**src/rtl/sra_ctrl_pkg.sv**
```systemverilog
// Shared types and constants for the signed-shift datapath controller.
// Pure declarations: no logic, no latency, no flow control.
package sra_ctrl_pkg;

  typedef enum logic [2:0] {
    S_IDLE   = 3'd0,
    S_LOAD   = 3'd1,
    S_AU1    = 3'd2,
    S_AU1_WB = 3'd3,
    S_SHIFT  = 3'd4,
    S_AU2    = 3'd5,
    S_AU2_WB = 3'd6,
    S_DONE   = 3'd7
  } state_t;

  localparam logic [1:0] SEL_NONE = 2'b00;
  localparam logic [1:0] SEL_A    = 2'b01;
  localparam logic [1:0] SEL_B    = 2'b10;

  localparam int LR_R1 = 0;
  localparam int LR_R2 = 1;
  localparam int LR_R3 = 2;
  localparam int LR_R4 = 3;
  localparam int LR_R5 = 4;

  typedef struct packed {
    logic       busy;
    logic       in_en;
    logic       au1_bus3;
    logic       au1_bus4;
    logic [1:0] bus2;
    logic [1:0] bus5;
    logic [1:0] bus7;
    logic [4:0] lr;
    logic [3:0] opcode;
    logic       done;
  } ctrl_t;

endpackage

```
**src/rtl/sra_ctrl_decode.sv**
```systemverilog
// Combinational state -> datapath control word decode; zero latency, no flow control.
// Fed with the next state so the parent can register the word in lockstep with the state.
module sra_ctrl_decode
  import sra_ctrl_pkg::*;
(
  input  logic [2:0] i_state,
  input  logic [1:0] i_mode,
  input  logic [3:0] i_opcode,
  output logic       o_busy,
  output logic       o_in,
  output logic       o_au1_bus3,
  output logic       o_au1_bus4,
  output logic [1:0] o_bus2,
  output logic [1:0] o_bus5,
  output logic [1:0] o_bus7,
  output logic [4:0] o_lr,
  output logic [3:0] o_opcode,
  output logic       o_done
);

  state_t w_state;
  assign w_state = state_t'(i_state);

  always_comb begin
    o_busy     = (w_state != S_IDLE);
    o_in       = 1'b0;
    o_au1_bus3 = 1'b0;
    o_au1_bus4 = 1'b0;
    o_bus2     = SEL_NONE;
    o_bus5     = SEL_NONE;
    o_bus7     = SEL_NONE;
    o_lr       = '0;
    o_opcode   = '0;
    o_done     = 1'b0;
    case (w_state)
      S_LOAD: begin
        o_in        = 1'b1;
        o_lr[LR_R1] = 1'b1;
        o_lr[LR_R2] = 1'b1;
      end
      S_AU1: begin
        o_bus2        = SEL_B;
        o_opcode[1:0] = i_opcode[1:0];
      end
      S_AU1_WB: begin
        o_bus2        = SEL_B;
        o_opcode[1:0] = i_opcode[1:0];
        o_lr[LR_R4]   = 1'b1;
        // mode[1] keeps R1 holding Input1 so the shift works on the raw operand
        if (!i_mode[1]) begin
          o_au1_bus3  = 1'b1;
          o_lr[LR_R1] = 1'b1;
        end
      end
      S_SHIFT: begin
        o_lr[LR_R5] = 1'b1;
        o_bus7      = SEL_A;
        o_lr[LR_R3] = 1'b1;
      end
      S_AU2: begin
        o_opcode[3:2] = i_opcode[3:2];
        o_bus5        = i_mode[0] ? SEL_B : SEL_A;
      end
      S_AU2_WB: begin
        o_opcode[3:2] = i_opcode[3:2];
        o_bus5        = i_mode[0] ? SEL_B : SEL_A;
        o_bus7        = SEL_B;
        o_lr[LR_R3]   = 1'b1;
      end
      S_DONE: o_done = 1'b1;
      default: ;
    endcase
  end

endmodule

```
**src/rtl/sra_datapath_ctrl.sv**
```systemverilog
// Moore sequencer for the signed arithmetic-right-shift datapath: start -> Done in 7 cycles.
// Starts are ignored while busy; Done holds until ack or the ack timeout expires.
module sra_datapath_ctrl #(
  parameter int ACK_TIMEOUT = 15,
  parameter int CNT_W       = 4
) (
  input  logic       clk,
  input  logic       rst_n,
  input  logic       start,
  input  logic       ack,
  input  logic [1:0] mode,
  input  logic [3:0] opcode_in,
  output logic       busy,
  output logic       In,
  output logic       AU1_Bus3,
  output logic       AU1_Bus4,
  output logic [1:0] Bus2,
  output logic [1:0] Bus5,
  output logic [1:0] Bus7,
  output logic [4:0] LR,
  output logic [3:0] Opcode,
  output logic       Done
);
  import sra_ctrl_pkg::*;

  localparam logic [CNT_W-1:0] LP_LAST = CNT_W'(ACK_TIMEOUT - 1);

  state_t           r_state, w_state_nxt;
  logic [1:0]       r_mode, w_mode_nxt;
  logic [3:0]       r_op, w_op_nxt;
  logic [CNT_W-1:0] r_cnt, w_cnt_nxt;
  ctrl_t            r_ctrl, w_ctrl_nxt;

  always_ff @(posedge clk or negedge rst_n) begin
    if (!rst_n) begin
      r_state <= S_IDLE;
      r_mode  <= '0;
      r_op    <= '0;
      r_cnt   <= '0;
      r_ctrl  <= '0;
    end else begin
      r_state <= w_state_nxt;
      r_mode  <= w_mode_nxt;
      r_op    <= w_op_nxt;
      r_cnt   <= w_cnt_nxt;
      r_ctrl  <= w_ctrl_nxt;
    end
  end

  always_comb begin
    w_state_nxt = r_state;
    w_mode_nxt  = r_mode;
    w_op_nxt    = r_op;
    w_cnt_nxt   = '0;
    case (r_state)
      S_IDLE: begin
        if (start) begin
          w_state_nxt = S_LOAD;
          w_mode_nxt  = mode;
          w_op_nxt    = opcode_in;
        end
      end
      S_LOAD:   w_state_nxt = S_AU1;
      S_AU1:    w_state_nxt = S_AU1_WB;
      S_AU1_WB: w_state_nxt = S_SHIFT;
      S_SHIFT:  w_state_nxt = S_AU2;
      S_AU2:    w_state_nxt = S_AU2_WB;
      S_AU2_WB: w_state_nxt = S_DONE;
      S_DONE: begin
        // a zero timeout lets the counter free-run while Done waits on ack
        if (ack || ((ACK_TIMEOUT != 0) && (r_cnt == LP_LAST))) begin
          w_state_nxt = S_IDLE;
        end else begin
          w_cnt_nxt = r_cnt + CNT_W'(1);
        end
      end
      default: w_state_nxt = S_IDLE;
    endcase
  end

  // decoding the next state keeps each control word aligned with its state cycle
  sra_ctrl_decode u_decode (
    .i_state    (w_state_nxt),
    .i_mode     (w_mode_nxt),
    .i_opcode   (w_op_nxt),
    .o_busy     (w_ctrl_nxt.busy),
    .o_in       (w_ctrl_nxt.in_en),
    .o_au1_bus3 (w_ctrl_nxt.au1_bus3),
    .o_au1_bus4 (w_ctrl_nxt.au1_bus4),
    .o_bus2     (w_ctrl_nxt.bus2),
    .o_bus5     (w_ctrl_nxt.bus5),
    .o_bus7     (w_ctrl_nxt.bus7),
    .o_lr       (w_ctrl_nxt.lr),
    .o_opcode   (w_ctrl_nxt.opcode),
    .o_done     (w_ctrl_nxt.done)
  );

  assign busy     = r_ctrl.busy;
  assign In       = r_ctrl.in_en;
  assign AU1_Bus3 = r_ctrl.au1_bus3;
  assign AU1_Bus4 = r_ctrl.au1_bus4;
  assign Bus2     = r_ctrl.bus2;
  assign Bus5     = r_ctrl.bus5;
  assign Bus7     = r_ctrl.bus7;
  assign LR       = r_ctrl.lr;
  assign Opcode   = r_ctrl.opcode;
  assign Done     = r_ctrl.done;

  a_bus_e_excl: assert property (@(posedge clk) disable iff (!rst_n) !(In && AU1_Bus3));
  a_bus2_sel:   assert property (@(posedge clk) disable iff (!rst_n) Bus2 != 2'b11);
  a_bus5_sel:   assert property (@(posedge clk) disable iff (!rst_n) Bus5 != 2'b11);
  a_bus7_sel:   assert property (@(posedge clk) disable iff (!rst_n) Bus7 != 2'b11);
  a_r3_src:     assert property (@(posedge clk) disable iff (!rst_n) LR[LR_R3] |-> (Bus7 != SEL_NONE));

endmodule

```
**config.mk**
```make
export PLATFORM = sky130hd
export DESIGN_NAME = sra_datapath_ctrl
export DESIGN_NICKNAME = d
export VERILOG_FILES = /design/src/rtl/sra_ctrl_pkg.sv /design/src/rtl/sra_ctrl_decode.sv /design/src/rtl/sra_datapath_ctrl.sv
export SDC_FILE = /design/constraint.sdc
export NUM_CORES = 1
export LEC_CHECK = 0
export CORE_MARGIN = 2
export CORE_UTILIZATION = 44
export CTS_BUF_LIST = sky130_fd_sc_hd__clkbuf_8
export CTS_CLUSTER_DIAMETER = 80
export DETAILED_ROUTE_END_ITERATION = 6
export PLACE_DENSITY = 0.83
export SYNTH_ARGS = -nofsm -noshare
export SYNTH_HDL_FRONTEND = slang
export SYNTH_SLANG_ARGS = --single-unit
```
**constraint.sdc**
```tcl
create_clock -name clk -period 3.2 [get_ports clk]
set_input_delay 0.48 -clock clk [delete_from_list [all_inputs] [get_ports clk]]
set_output_delay 0.48 -clock clk [all_outputs]
set_load 0.05 [all_outputs]
```
# Word level (Yosys, flattened, before mapping)
# Cells that the tools add are included.
dict set report op_classes {
  n_addsub 1
  eq_ne 15
  mux 23
  reduce_logical 6
}
# op count
set ops {}
lappend ops {{== test 3 bit, second input constant} 8}
lappend ops {{case mux 3 bit (8 select lines)} 1}
lappend ops {{2-to-1 mux 4 bit} 4}
lappend ops {{2-to-1 mux 2 bit} 7}
lappend ops {{== test 3 x 2 -> 1 bit, second input constant} 4}
lappend ops {{2-to-1 mux 1 bit} 7}
lappend ops {{== test 3 x 1 -> 1 bit, second input constant} 2}
lappend ops {{2-to-1 mux 3 bit} 2}
lappend ops {{OR reduction 2 bit} 3}
lappend ops {{adder 4 x 1 -> 4 bit, second input constant} 1}
lappend ops {{== test 4 bit, second input constant} 1}
lappend ops {{case mux 2 bit (2 select lines)} 1}
lappend ops {{zero test 3 bit} 1}
lappend ops {{nonzero test 3 bit} 1}
lappend ops {{case mux 1 bit (2 select lines)} 1}
lappend ops {{logical OR 1 bit} 1}
dict set report word_totals {
  register_bits 32
  elab_cells 58
}

# Longest topological paths before layout
# Gate-level depths: netlist of run 1.
dict set report depth {
  word_depth 7
  depth_mapped 5
}

# By module
# A second synthesis of run 1 with hierarchy kept.
dict set report unflattened {
  hier_cells 85
  area_unflattened_um2 1212.4
}
# module instances cells_each area_each_um2 seq_area_each_um2
set modules_own_cells {}
lappend modules_own_cells {sra_datapath_ctrl 1 62 1047.3 825.8}
lappend modules_own_cells {sra_ctrl_decode 1 23 165.2 0.0}

# Worst setup path after synthesis of run 1
# No wires, ideal clock.
dict set report synth_timing {
  path_kind {reg-to-reg}
  startpoint {reg r_state[1]}
  endpoint {reg r_mode[0]}
  arrival_time_ns 1.273
  path_slack_ns 1.802
  path_stages_with_launch 4
  synth_period_minus_slack_ns 1.398
  path_cell_list {dfrtp_1 -> buf_6 -> nor4b_4 -> mux2_2}
}
dict set report synth_between {
  elab_chain_len 2
}
# item line_no
set synth_rtl {}
lappend synth_rtl {{from (decl)} sra_datapath_ctrl.sv:28} ;# state_t r_state, w_state_nxt;
lappend synth_rtl {{from (signal assigned)} sra_datapath_ctrl.sv:42} ;# r_state <= w_state_nxt;
lappend synth_rtl {{zero test 3 bit} sra_datapath_ctrl.sv:55} ;# case (r_state)
lappend synth_rtl {{2-to-1 mux 2 bit} sra_datapath_ctrl.sv:55}
lappend synth_rtl {{named net u_decode.i_mode[0]} sra_ctrl_decode.sv:7} ;# input logic [1:0] i_mode,
lappend synth_rtl {{to (signal assigned)} sra_datapath_ctrl.sv:43} ;# r_mode <= w_mode_nxt;
lappend synth_rtl {{to (decl)} sra_datapath_ctrl.sv:29} ;# logic [1:0] r_mode, w_mode_nxt;
# The timed path passes the listed nets, and every way through them passes these cells.

# Final worst setup path of run 1
dict set report layout_timing {
  startpoint {reg r_ctrl, in the netlist LR[1]}
  endpoint {out LR[1]}
}
# item line_no
set layout_rtl {}
lappend layout_rtl {{from (decl)} sra_datapath_ctrl.sv:32} ;# ctrl_t r_ctrl, w_ctrl_nxt;
lappend layout_rtl {{from (signal assigned)} sra_datapath_ctrl.sv:46} ;# r_ctrl <= w_ctrl_nxt;
lappend layout_rtl {{to (decl)} sra_datapath_ctrl.sv:20} ;# output logic [4:0] LR,
# No word-level cell between the ends.

==> metrics.cfg, run 1 <==
[routing]
dr.pass1.iters=4
antenna_left=0
first_iter_violations=18
num_vias=709
drc=0
wl_um=1938
routedWlPerCell_um=13.01
viasPerCell=4.758

[worst_setup_path]
worstPathCellList=clkdlybuf4s50_1
worstSetupPathType=register to output port
critPathMaxFanout=2
required_ns=2.72
cp-start-kind=register
max_stage_delay_ns=0.81
path_depth=1
critPathBufInv=1
cpMaxStageDelayCell=clkdlybuf4s50_1
r2r_cells=2
cp-end-kind=output port
arrival_ns=1.42
cp_top_family=buffers and inverters

[finish]
final_common_cell=dfrtp_1
synthToLayoutAreaGrowth_pct=30.95
final_cell_mix=30 x dfrtp_1, 27 x clkdlybuf4s50_1, 13 x nor2_1, 7 x and2_1, 6 x mux2_2
finalNetCount=131
n_antenna_cell=0
stdcell_count=149
drive_gt1_share_pct=10.92

[cts]
numCtsBuffers=5
clk_path_buf_depth=2
cts_tree=yes
clk_latency_ns=0.27
clkSinkCount=30
holdBufCountCts=0
cts_root_buffer=clkbuf_8
path_clk_slew_ns=0.06
ctsResizeCount=0
htreeDepth=2
post_cts_buffers=0

[floorplan]
die-area_um2=3013
pin_count=30
start_util_pct=46.43
rows=18
die-height_um=54.90
dieWidth_um=54.90
coreArea_um2=2455

[sta]
tightest_slew_ns=0.5234
layout_min_cycle_time_ns=1.902
slew_headroom_pct=65.00
grt_setup_unrepaired=false
setup_viol=0
final_max_slew_viol_count=0
fmax_ghz=0.5258
tns_ns=0
hold_viol=0
skew_ns=0.002888
worst_slack_ns=1.298
post-route-period-util_pct=59.44
hold_ws_ns=0.4525

[hold_path]
min_path_cells=1
hold_class=register to register

[global_routing]
grt_pass1_vias=674
grt_pass1_wl_um=2918
grt_antenna_before_repair=0
grt_max_degree=31
grt_overflow=0
grt.total_usage_pct=14.94

[logic_synthesis]
ys.flop_type=dfrtp_1
yosysUniqueCellTypes=26
ys_seq_area_share_pct=65.86
syn_inst=89
avgSynthCellArea_um2=12.81
ys_ff_latch=30
synthArstFlopShare_pct=100.0
ys_warn_count=0
synth_edf_count=0
synth_area_um2=1140

[pwr]
intPower_w=0.0008703
p_seq_share_pct=41.0
leakagePower_nw=0.6924
comb_power_share_pct=40.8
clock_power_share_pct=18.2
p_total_w=0.001475
p_sw_share_pct=41.01
powerDensity_nw_per_um2=988.5
ir_worst_vdd_v=0.0006971
p_switching_w=0.0006051

[placement]
gp_congestion=0.7154
portBuffers=27
dp_cells=142
dp_hpwl_um=1447
place_ws_ns=1.274

[run_status]
status=completed

[run]
max-cap-violations=0

==> cell type report <==
| type | instances | area [µm²] |
|---|---|---|
| Clock buffer | 5 | 68.82 |
| Clock inverter | 2 | 7.507 |
| Sequential cell | 30 | 750.7 |
| Inverter | 3 | 11.26 |
| Tap cell | 30 | 37.54 |
| Multi-Input combinational cell | 51 | 339.1 |
| Timing Repair Buffer | 28 | 277.8 |
| Fill cell | 199 | 962.2 |
==> worst paths after layout <==
kind	endpoint	from	slack (ns)
max	LR[1]	LR[1]	1.30
min	Bus5[0]	r_mode[0]	0.45
max reg2reg	r_op[0]	r_state[2]	1.57
min reg2reg	Bus5[0]	r_mode[0]	0.45
max in group asynchronous	r_op[2]	rst_n	2.34
min in group asynchronous	LR[3]	rst_n	0.58
==> per-stage QoR <==
stage	util (%)	cell area (µm²)
after detailed placement	57.70	1416
after global routing	60.81	1493
after global placement	57.70	1416
after floorplan	-	1144
final	60.81	1493
after CTS	60.81	1493
==> flip-flops by register name, summed over array words and instances (netlist names) <==
register / cells
r_mode: 2
LR: 5
Done: 1
r_state: 3
Bus7: 2
r_op: 4
Bus2: 1
busy: 1
AU1_Bus3: 1
Opcode: 4
r_cnt: 4
Bus5: 2
==> synth_stat cells, types with 2 or more instances <==
| master | instances | area share (%) |
|---|---|---|
| nor2_1 | 13 | 4.3 |
| dfrtp_1 | 30 | 66 |
| nor2b_1 | 2 | 1.1 |
| and2_1 | 7 | 3.8 |
| buf_4 | 3 | 2.0 |
| nand2_1 | 3 | 0.99 |
| mux2_2 | 6 | 5.9 |
| a21oi_1 | 3 | 1.3 |
| nand3_1 | 2 | 0.88 |
| ha_1 | 2 | 2.2 |
| inv_1 | 3 | 0.99 |
==> power groups by stage <==
| stage | Sequential [W] | Combinational (W) | Clock (W) |
|---|---|---|---|
| 5_1_grt | 0.000623 | 0.000639 | 0.000292 |
| 3_3_place_gp | 0.000602 | 0.000590 | 0 |
| 2_1_floorplan | 0.000803 | 0.000225 | 0 |
| 3_5_place_dp | 0.000614 | 0.000606 | 0 |
| 6_report | 0.000605 | 0.000602 | 0.000268 |
| 4_1_cts | 0.000607 | 0.000608 | 0.000277 |
==> metal layers <==
layer  global-route usage, %  wire, µm  vias to the layer above
li1                        -         -                      341
met3                   8.065       105                        2
met2                   24.21      1045                       20
met5                       0         0                        -
met1                   16.34       758                      346
met4                   6.098        29                        0
==> cell families after synthesis <==
kind of cell | count (synthesis) | synth area share [%]
and+or+nand+nor | 32 | 15.48
DFF | 30 | 65.86
buffers and inverters | 9 | 4.719
AOI/OAI and AO/OA | 7 | 3.952
muxes | 6 | 5.927
adders and majority gates | 2 | 2.195
xor gates and xnor gates | 2 | 1.537
other | 1 | 0.3290
Note: power is estimated with default switching activity, not from simulation.
==> inputs of run 2 (changes only) <==
--- a/config.mk
+++ b/config.mk
@@ -10,7 +10,7 @@
 export CTS_BUF_LIST = sky130_fd_sc_hd__clkbuf_8
 export CTS_CLUSTER_DIAMETER = 80
 export DETAILED_ROUTE_END_ITERATION = 6
-export PLACE_DENSITY = 0.83
+export PLACE_DENSITY = 0.86
 export SYNTH_ARGS = -nofsm -noshare
 export SYNTH_HDL_FRONTEND = slang
 export SYNTH_SLANG_ARGS = --single-unit
==> constraint.sdc (replaced) <==
create_clock -name clk -period 1.74 [get_ports clk]
set_input_delay 0.261 -clock clk [delete_from_list [all_inputs] [get_ports clk]]
set_output_delay 0.261 -clock clk [all_outputs]
set_load 0.05 [all_outputs]
==> run 2 against run 1 <==
- sequential cell count unchanged
- critical path depth is the same
- global-route usage rose by 1.4 points
- routed wire length is 0.36% higher
- core utilization is 0.46 points higher
- via count up 1.7%
- count of clock-buffer cells in the layout rose by 1
- register-to-register slack lost 1.3 ns
- non-clock buffer count grew 2
- critical endpoint is now Opcode[2]
==> metrics.cfg, run 2 (synthesis gave the netlist of run 1 again) <==
[run_status]
status=completed

[finish]
final_cell_mix=30 x dfrtp_1, 23 x clkdlybuf4s50_1, 13 x nor2_1, 7 x and2_1, 7 x buf_4
synthToLayoutAreaGrowth_pct=31.94
multi_input_area_um2=339.1
largest_reg_flops=5
stdcell_count=150
n_antenna_cell=0
drive_gt1_share_pct=16.67
nFillCells=195
final_util_pct=61.26
final_common_cell=dfrtp_1
finalNetCount=133
seq_area_um2=750.7

[floorplan]
coreArea_um2=2455
rows=18
start_util_pct=46.43
pin_count=30
die-area_um2=3013
die-height_um=54.90
dieWidth_um=54.90

[sta]
fmax_ghz=0.5983
tightest_slew_ns=0.5030
hold_ws_ns=0.3595
layout_min_cycle_time_ns=1.671
grt_setup_unrepaired=false
tns_ns=0
post-route-period-util_pct=96.06
setup_viol=0
slew_headroom_pct=66.36
skew_ns=0.003624
final_max_slew_viol_count=0
hold_viol=0

[cts]
path_clk_slew_ns=0.06
clk_path_buf_depth=2
cts_tree=yes
cts_root_buffer=clkbuf_8
htreeDepth=2
ctsResizeCount=0
numCtsBuffers=5
post_cts_buffers=0
clk_latency_ns=0.27
holdBufCountCts=0
clkSinkCount=30

[routing]
routedWlPerCell_um=12.97
num_vias=721
drc=0
first_iter_violations=9
viasPerCell=4.807
wl_um=1945
dr.pass1.iters=4
antenna_left=0

[global_routing]
grt_max_degree=31
grt_overflow=0
grt_pass1_vias=736
grt_antenna_before_repair=0
grt.total_usage_pct=16.38
grt_pass1_wl_um=3201

[placement]
dp_cells=144
gp_congestion=0.6894
dp_hpwl_um=1380
portBuffers=27

[worst_setup_path]
r2r-start=r_state[1]
cp-end-kind=output port
arrival_ns=1.41
startpoint=Opcode[2]
cpMaxStageDelayCell=clkdlybuf4s50_1
endpoint=Opcode[2]
worstSetupPathType=register to output port
r2r_cells=3
critPathMaxFanout=1
max_stage_delay_ns=0.80
critPathBufInv=1
reg2reg_to=r_mode[0]
required_ns=1.48
cp-start-kind=register
rrSetupSlack_ns=0.29
path_depth=1
worstPathCellList=clkdlybuf4s50_1
cp_top_family=buffers and inverters

[pwr]
leakagePower_nw=0.7066
powerDensity_nw_per_um2=1836
ir_worst_vdd_v=0.001068

[run]
max-cap-violations=0

[hold_path]
hold_class=input port to async pin

==> run 2: changes by cell type in the layout (fill, tap and decap cells not counted) <==
cell	previous run	this run
clkdlybuf4s50_1	27	23
inv_1	5	3
buf_4	1	7
clkbuf_8	5	6
==> run 2: worst min-delay path by stage <==
stage / start / to / slack (ns) / cells past startpoint
final: rst_n / Opcode[1] / 0.36 / 2
after global routing: rst_n / Opcode[0] / 0.41 / 2
after CTS: rst_n / Opcode[1] / 0.37 / 2
after detailed placement: r_mode[0] / Bus5[0] / 0.44 / 1
after global placement: r_mode[0] / Bus5[0] / 0.43 / 1
after floorplan: rst_n / AU1_Bus3 / -0.03 / 0
==> run 2: per-layer routing <==
metal	vias to the layer above	routed length [µm]	global-route usage [%]
met1	343	752	18.82
met5	-	0	0
li1	344	-	-
met4	0	34	8.537
met3	6	141	7.258
met2	28	1017	25.79
==> run 2: layout make-up <==
class	instances	area share [%]
multi-input combinational	51	22.55
sequential	30	49.92
tap	30	2.496
inverter	3	0.7488
timing repair buffer	30	18.80
clock buffer	6	5.491
==> run 2: report_power, final <==
part / switching [W] / total, W / internal, W / leakage, nW
logic: 0.000731 / 0.00115 / 0.000414 / 0.277
clock network: 0.000223 / 0.000527 / 0.000304 / 0.0431
registers: 0.000157 / 0.00109 / 0.000932 / 0.387
total: 0.00111 / 0.00276 / 0.00165 / 0.707
==> run 2: metrics by stage <==
step / total power [W] / worst slack, ns / area (µm²)
after floorplan: 0.001891 / 0.3419 / 1144
after global placement: 0.002201 / 0.1594 / 1421
after detailed placement: 0.002251 / 0.1505 / 1421
after CTS: 0.002787 / 0.05478 / 1504
after global routing: 0.002917 / 0.01611 / 1504
final: 0.002761 / 0.06850 / 1504
==> variant 1: new RTL, config.mk and constraints of run 2 <==
Change the parameter `CNT_W` from 4 to 6.
--- a/src/rtl/sra_datapath_ctrl.sv
+++ b/src/rtl/sra_datapath_ctrl.sv
@@ -2,7 +2,7 @@
 // Starts are ignored while busy; Done holds until ack or the ack timeout expires.
 module sra_datapath_ctrl #(
   parameter int ACK_TIMEOUT = 15,
-  parameter int CNT_W       = 4
+  parameter int CNT_W       = 6
 ) (
   input  logic       clk,
   input  logic       rst_n,
Function: no difference found for any inputs over 10 cycles, from zero or initial values and one cycle with rst_n low; that may be too few to reach the edited logic, so the function may still have changed.
==> variant 1 against run 2 <==
Worst hold slack improved by 0.0056 ns; total power is 9.7% higher; global-route usage fell by 1.6 points; synthesized cell count grew 7.9%; utilization fell by 0.65 points; synthesized area up 8.1%; worst setup slack worse by 0.036 ns; die area is 7.5% higher; wire length rose by 5.8%; sequential cell count up 2; clock skew is 0.0045 ns higher; largest cell class unchanged; cell area is 9.2% higher.
==> variant 1: results (changes against run 2) <==
worst-margin pin slew 0.524 ns (was 0.503 ns); LEAKAGE 0.000754 uW (was 0.000707 uW); Iteration-0 DRC Markers 4 (was 9); met1 Use GR 13.7% (was 18.8%); Post-synth top cells 32 x dfrtp_1, 10 x nor2_1, 6 x and2_1, 6 x mux2_2, 5 x a21oi_1 (was 30 x dfrtp_1, 13 x nor2_1, 7 x and2_1); Vias 790 (was 721); vias in the first global route 832 (was 736); largest net degree at the start of global routing 33 (was 31); largest cells by area after synthesis dfrtp_1 65%, mux2_2 5.5%, and2_1 3.0% (was dfrtp_1 66%, mux2_2 5.9%, nor2_1 4.3%); M3 GR Usage 5.53% (was 7.26%); number of flip-flops in the largest register 6 (was 5); Unique masters post-synth 30 (was 26); later-pin clock latency in the skew report 0.29 ns (was 0.27 ns); fin nets 142 (was 133); Routed WL 2060 um (was 1950 um); IR drop worst, VDD 0.00179 V (was 0.00107 V); Fin Clk Skew 0.00815 ns (was 0.00362 ns); GRT Resource Usage Total 14.8% (was 16.4%); detailed placer's ending HPWL 1550 um (was 1380 um); # fillers 229 (was 195); placed insts 154 (was 144); met2 GRT Util 25.1% (was 25.8%); status finished, final reports clean (unchanged); routability cong. 0.734 (was 0.689); data arrival time of the critical path 1.45 ns (was 1.41 ns)
## variant 1: changes by cell type after synthesis, sizes merged, moves of 2 or more
cell,delta
nor2,-3
a21oi,+2
dfrtp,+2
o21ai,+3
## variant 1: path summary, 6_finish.rpt
path,start,endpoint,slack [ns],depth (start not counted)
worst max-delay path,Opcode[1],Opcode[1],0.03,1
worst min-delay path,rst_n,LR[2],0.37,2
worst max register to register,r_state[1],r_op[3],0.27,3
worst min register to register,r_mode[0],Bus5[0],0.45,1
max in group asynchronous,rst_n,r_state[0],1.09,2
min in group clk,r_mode[0],Bus5[0],0.45,1
## variant 1: per-layer routing
metal	wire, um	share of wire (%)	vias up
met5	0	0	-
met4	84	4.1	0
met3	131	6.4	10
met2	1100	53	24
met1	747	36	375
li1	-	-	381
## variant 1: kinds of logic after synthesis
kind of cell,count (synthesis),share of synthesized area (%)
other,1,0.304
XOR/XNOR,4,2.84
AND/OR/NAND/NOR,32,15.1
buffers and inverters,8,4.06
AO/OA/AOI/OAI,11,5.18
multiplexers,6,5.48
adder cells (fa/ha/maj),2,2.03
flip-flops,32,65.0
## variant 1: power by group through the flow
| stage | registers, uW | clock network, uW | logic [uW] |
|---|---|---|---|
| 2_1_floorplan | 1550 | 0 | 430 |
| 3_3_place_gp | 1120 | 0 | 1220 |
| 3_5_place_dp | 1130 | 0 | 1250 |
| 4_1_cts | 1120 | 700 | 1250 |
| 5_1_grt | 1140 | 728 | 1300 |
| 6_report | 1110 | 680 | 1240 |
## variant 1: metrics by stage
step | instance area, um2 | setup slack [ns] | power (uW)
2_1_floorplan | 1240 | 0.325 | 1980
3_3_place_gp | 1540 | 0.131 | 2340
3_5_place_dp | 1540 | 0.0339 | 2380
4_1_cts | 1640 | 0.0107 | 3070
5_1_grt | 1640 | 0.00951 | 3180
6_report | 1640 | 0.0324 | 3030
## variant 1: cell type report
cell class,count,area (um2),share of cell area [%]
Multi-Input combinational cell,57,385,23.5
Timing Repair Buffer,32,303,18.4
Tap cell,31,38.8,2.36
Clock inverter,3,38.8,2.36
Inverter,2,7.51,0.457
Clock buffer,5,68.8,4.19
Sequential cell,32,801,48.7
==> variant 2: new RTL, flow settings as in run 2 <==
Made on the original files. Register the input `mode` before use, with the module's reset. The logic sees it one clock later. The other inputs are not delayed to match.
--- a/src/rtl/sra_datapath_ctrl.sv
+++ b/src/rtl/sra_datapath_ctrl.sv
@@ -24,6 +24,16 @@
   import sra_ctrl_pkg::*;
 
   localparam logic [CNT_W-1:0] LP_LAST = CNT_W'(ACK_TIMEOUT - 1);
+
+  logic [1:0] mode_q;
+
+  always_ff @(posedge clk or negedge rst_n) begin
+    if (!rst_n) begin
+      mode_q <= '0;
+    end else begin
+      mode_q <= mode;
+    end
+  end
 
   state_t           r_state, w_state_nxt;
   logic [1:0]       r_mode, w_mode_nxt;
@@ -56,7 +66,7 @@
       S_IDLE: begin
         if (start) begin
           w_state_nxt = S_LOAD;
-          w_mode_nxt  = mode;
+          w_mode_nxt  = mode_q;
           w_op_nxt    = opcode_in;
         end
       end
Function: changed (a bounded check fails within 4 cycles, from zero or initial values and one cycle with rst_n low).
==> variant 2 against run 2 <==
Worst setup slack worse by 0.0087 ns; total power is 5.2% higher; sequential share of layout area is 0.48 points higher; wire length is 8.9% higher; synthesized area is 4.1% higher; count of clock-buffer cells in the layout stayed put; sequential cell count is 2 higher; cell area is 5.7% higher; via count is 7.9% higher; register-to-register slack hardly changed; maximum frequency is 0.52% lower; largest cell class unchanged.
==> variant 2: results (changes against run 2) <==
Wirelength per Cell 13.5 um (was 13.0 um); seq_cells 32 (was 30); inverter count 3 (unchanged); CTS H-Tree Depth 2 (unchanged); status finished, final reports clean (unchanged); Post-synth top cells 32 x dfrtp_1, 13 x nor2_1, 6 x and2_1, 6 x mux2_2, 4 x a21oi_1 (was 30 x dfrtp_1, 13 x nor2_1, 7 x and2_1); Top class by area flip-flops and latches (unchanged); IR drop worst, VDD 0.00127 V (was 0.00107 V); r2r setup slk 0.29 ns (about the same); data arrival time of the critical path 1.42 ns; Post-CTS Setup Bufs 0 (unchanged); NonClk Buf Share 19.4% (was 18.8%); # fillers 210 (was 195); Root Buffer clkbuf_8 (unchanged); later-pin clock latency in the skew report 0.28 ns; # resized after CTS 0 (unchanged); DRT Pass-1 Iters 4 (unchanged); detailed placer's ending HPWL 1450 um (was 1380 um); largest net degree at the start of global routing 33 (was 31); Slowest cell on crit path clkdlybuf4s50_1 (unchanged); yosys warns 0 (unchanged); Final clock-cell share 5.67% (was 5.49%); worst-margin pin slew 0.501 ns (was 0.503 ns); GRT Resource Usage Total 15.6% (was 16.4%); clk buf depth 2 (unchanged); Iteration-0 DRC Markers 8 (was 9); routability cong. 0.697 (was 0.689); #MultiIn Comb 51 (unchanged); r2r endpoint r_cnt[3] (was r_mode[0]); vias in the first global route 857 (was 736); crit-path max FO 1 (unchanged); critical path endpoint busy (was Opcode[2]); fin nets 138 (was 133); fraction of layout cells with a size suffix above 1 17.3% (was 16.7%); area of the multi-input gates 342 um2 (was 339 um2); Hold WC Path Type in -> async (unchanged); Worst Setup SP busy (was Opcode[2]); initial antenna violation count 0 (unchanged); number of flip-flops in the largest register 5 (unchanged); port bufs 27 (unchanged); reg2reg path depth 5 (was 3); largest cells by area after synthesis dfrtp_1 68%, mux2_2 5.7%, nor2_1 4.1% (was dfrtp_1 66%, mux2_2 5.9%, nor2_1 4.3%); Unique masters post-synth 24 (was 26); Buffers excl. clock 33 (was 30); LEAKAGE 0.000751 uW (was 0.000707 uW); Inserted Clock Buffers 5 (unchanged); first-pass GRT wire length 3570 um (was 3200 um); vias per cell 4.96 (was 4.81); slowest cell delay on critical path 0.80 ns (about the same); Seq. cell area 801 um2 (was 751 um2); Fin Clk Skew 0.00212 ns (was 0.00362 ns); part of the Yosys area used for sequential elements 67.5% (was 65.9%); ANT cells 0 (unchanged); Post-synth top flop dfrtp_1 (unchanged); R2R Path Start r_cnt[0] (was r_state[1]); CLK BUF 6 (unchanged)
[variant 2: cell families (layout without fill, tap and decap cells)]
kind of cell	count (synthesis)	count (layout)	share of synthesized area (%)
XOR/XNOR	3	3	2.22
flip-flops	32	32	67.5
buffers and inverters	9	44	4.01
AO/OA/AOI/OAI	8	8	4.22
AND/OR/NAND/NOR	30	30	13.9
adder cells (fa/ha/maj)	2	2	2.11
other	1	2	0.316
multiplexers	6	6	5.70
[variant 2: worst min-delay path by stage]
| stage | startpoint | to | slack (ns) | cells past startpoint |
|---|---|---|---|---|
| finish | rst_n | Bus7[1] | 0.37 | 2 |
| global route | rst_n | AU1_Bus3 | 0.40 | 2 |
| CTS | rst_n | Done | 0.38 | 2 |
| detailed placement | r_mode[0] | Bus5[0] | 0.43 | 1 |
| global placement | r_mode[0] | Bus5[0] | 0.43 | 1 |
| floorplan | rst_n | AU1_Bus3 | -0.03 | 0 |
[variant 2: power by group]
group / switching (uW) / internal, uW
Combinational: 801 / 450
Clock: 247 / 310
Sequential: 117 / 982
Total: 1160 / 1740
[variant 2: per-stage QoR]
| stage | area [um2] | std cells | utilization, % | hold WS [ns] | setup slack, ns |
|---|---|---|---|---|---|
| 6_report | 1590 | 157 | 63.0 | 0.371 | 0.0598 |
| 5_1_grt | 1590 | 157 | 63.0 | 0.400 | 0.0260 |
| 4_1_cts | 1590 | 157 | 63.0 | 0.385 | 0.0409 |
| 3_5_place_dp | 1500 | 149 | 59.4 | 0.428 | 0.156 |
| 3_3_place_gp | 1500 | 149 | 59.4 | 0.427 | 0.156 |
| 2_1_floorplan | 1190 | 92 | - | -0.0346 | 0.392 |
[variant 2: routing by layer]
metal	wire, um	part of all wire [%]	GRT usage (%)
met3	127	6.0	5.35
met5	0	0	0
met4	76	3.6	12.2
met1	772	36	14.4
met2	1140	54	27.6
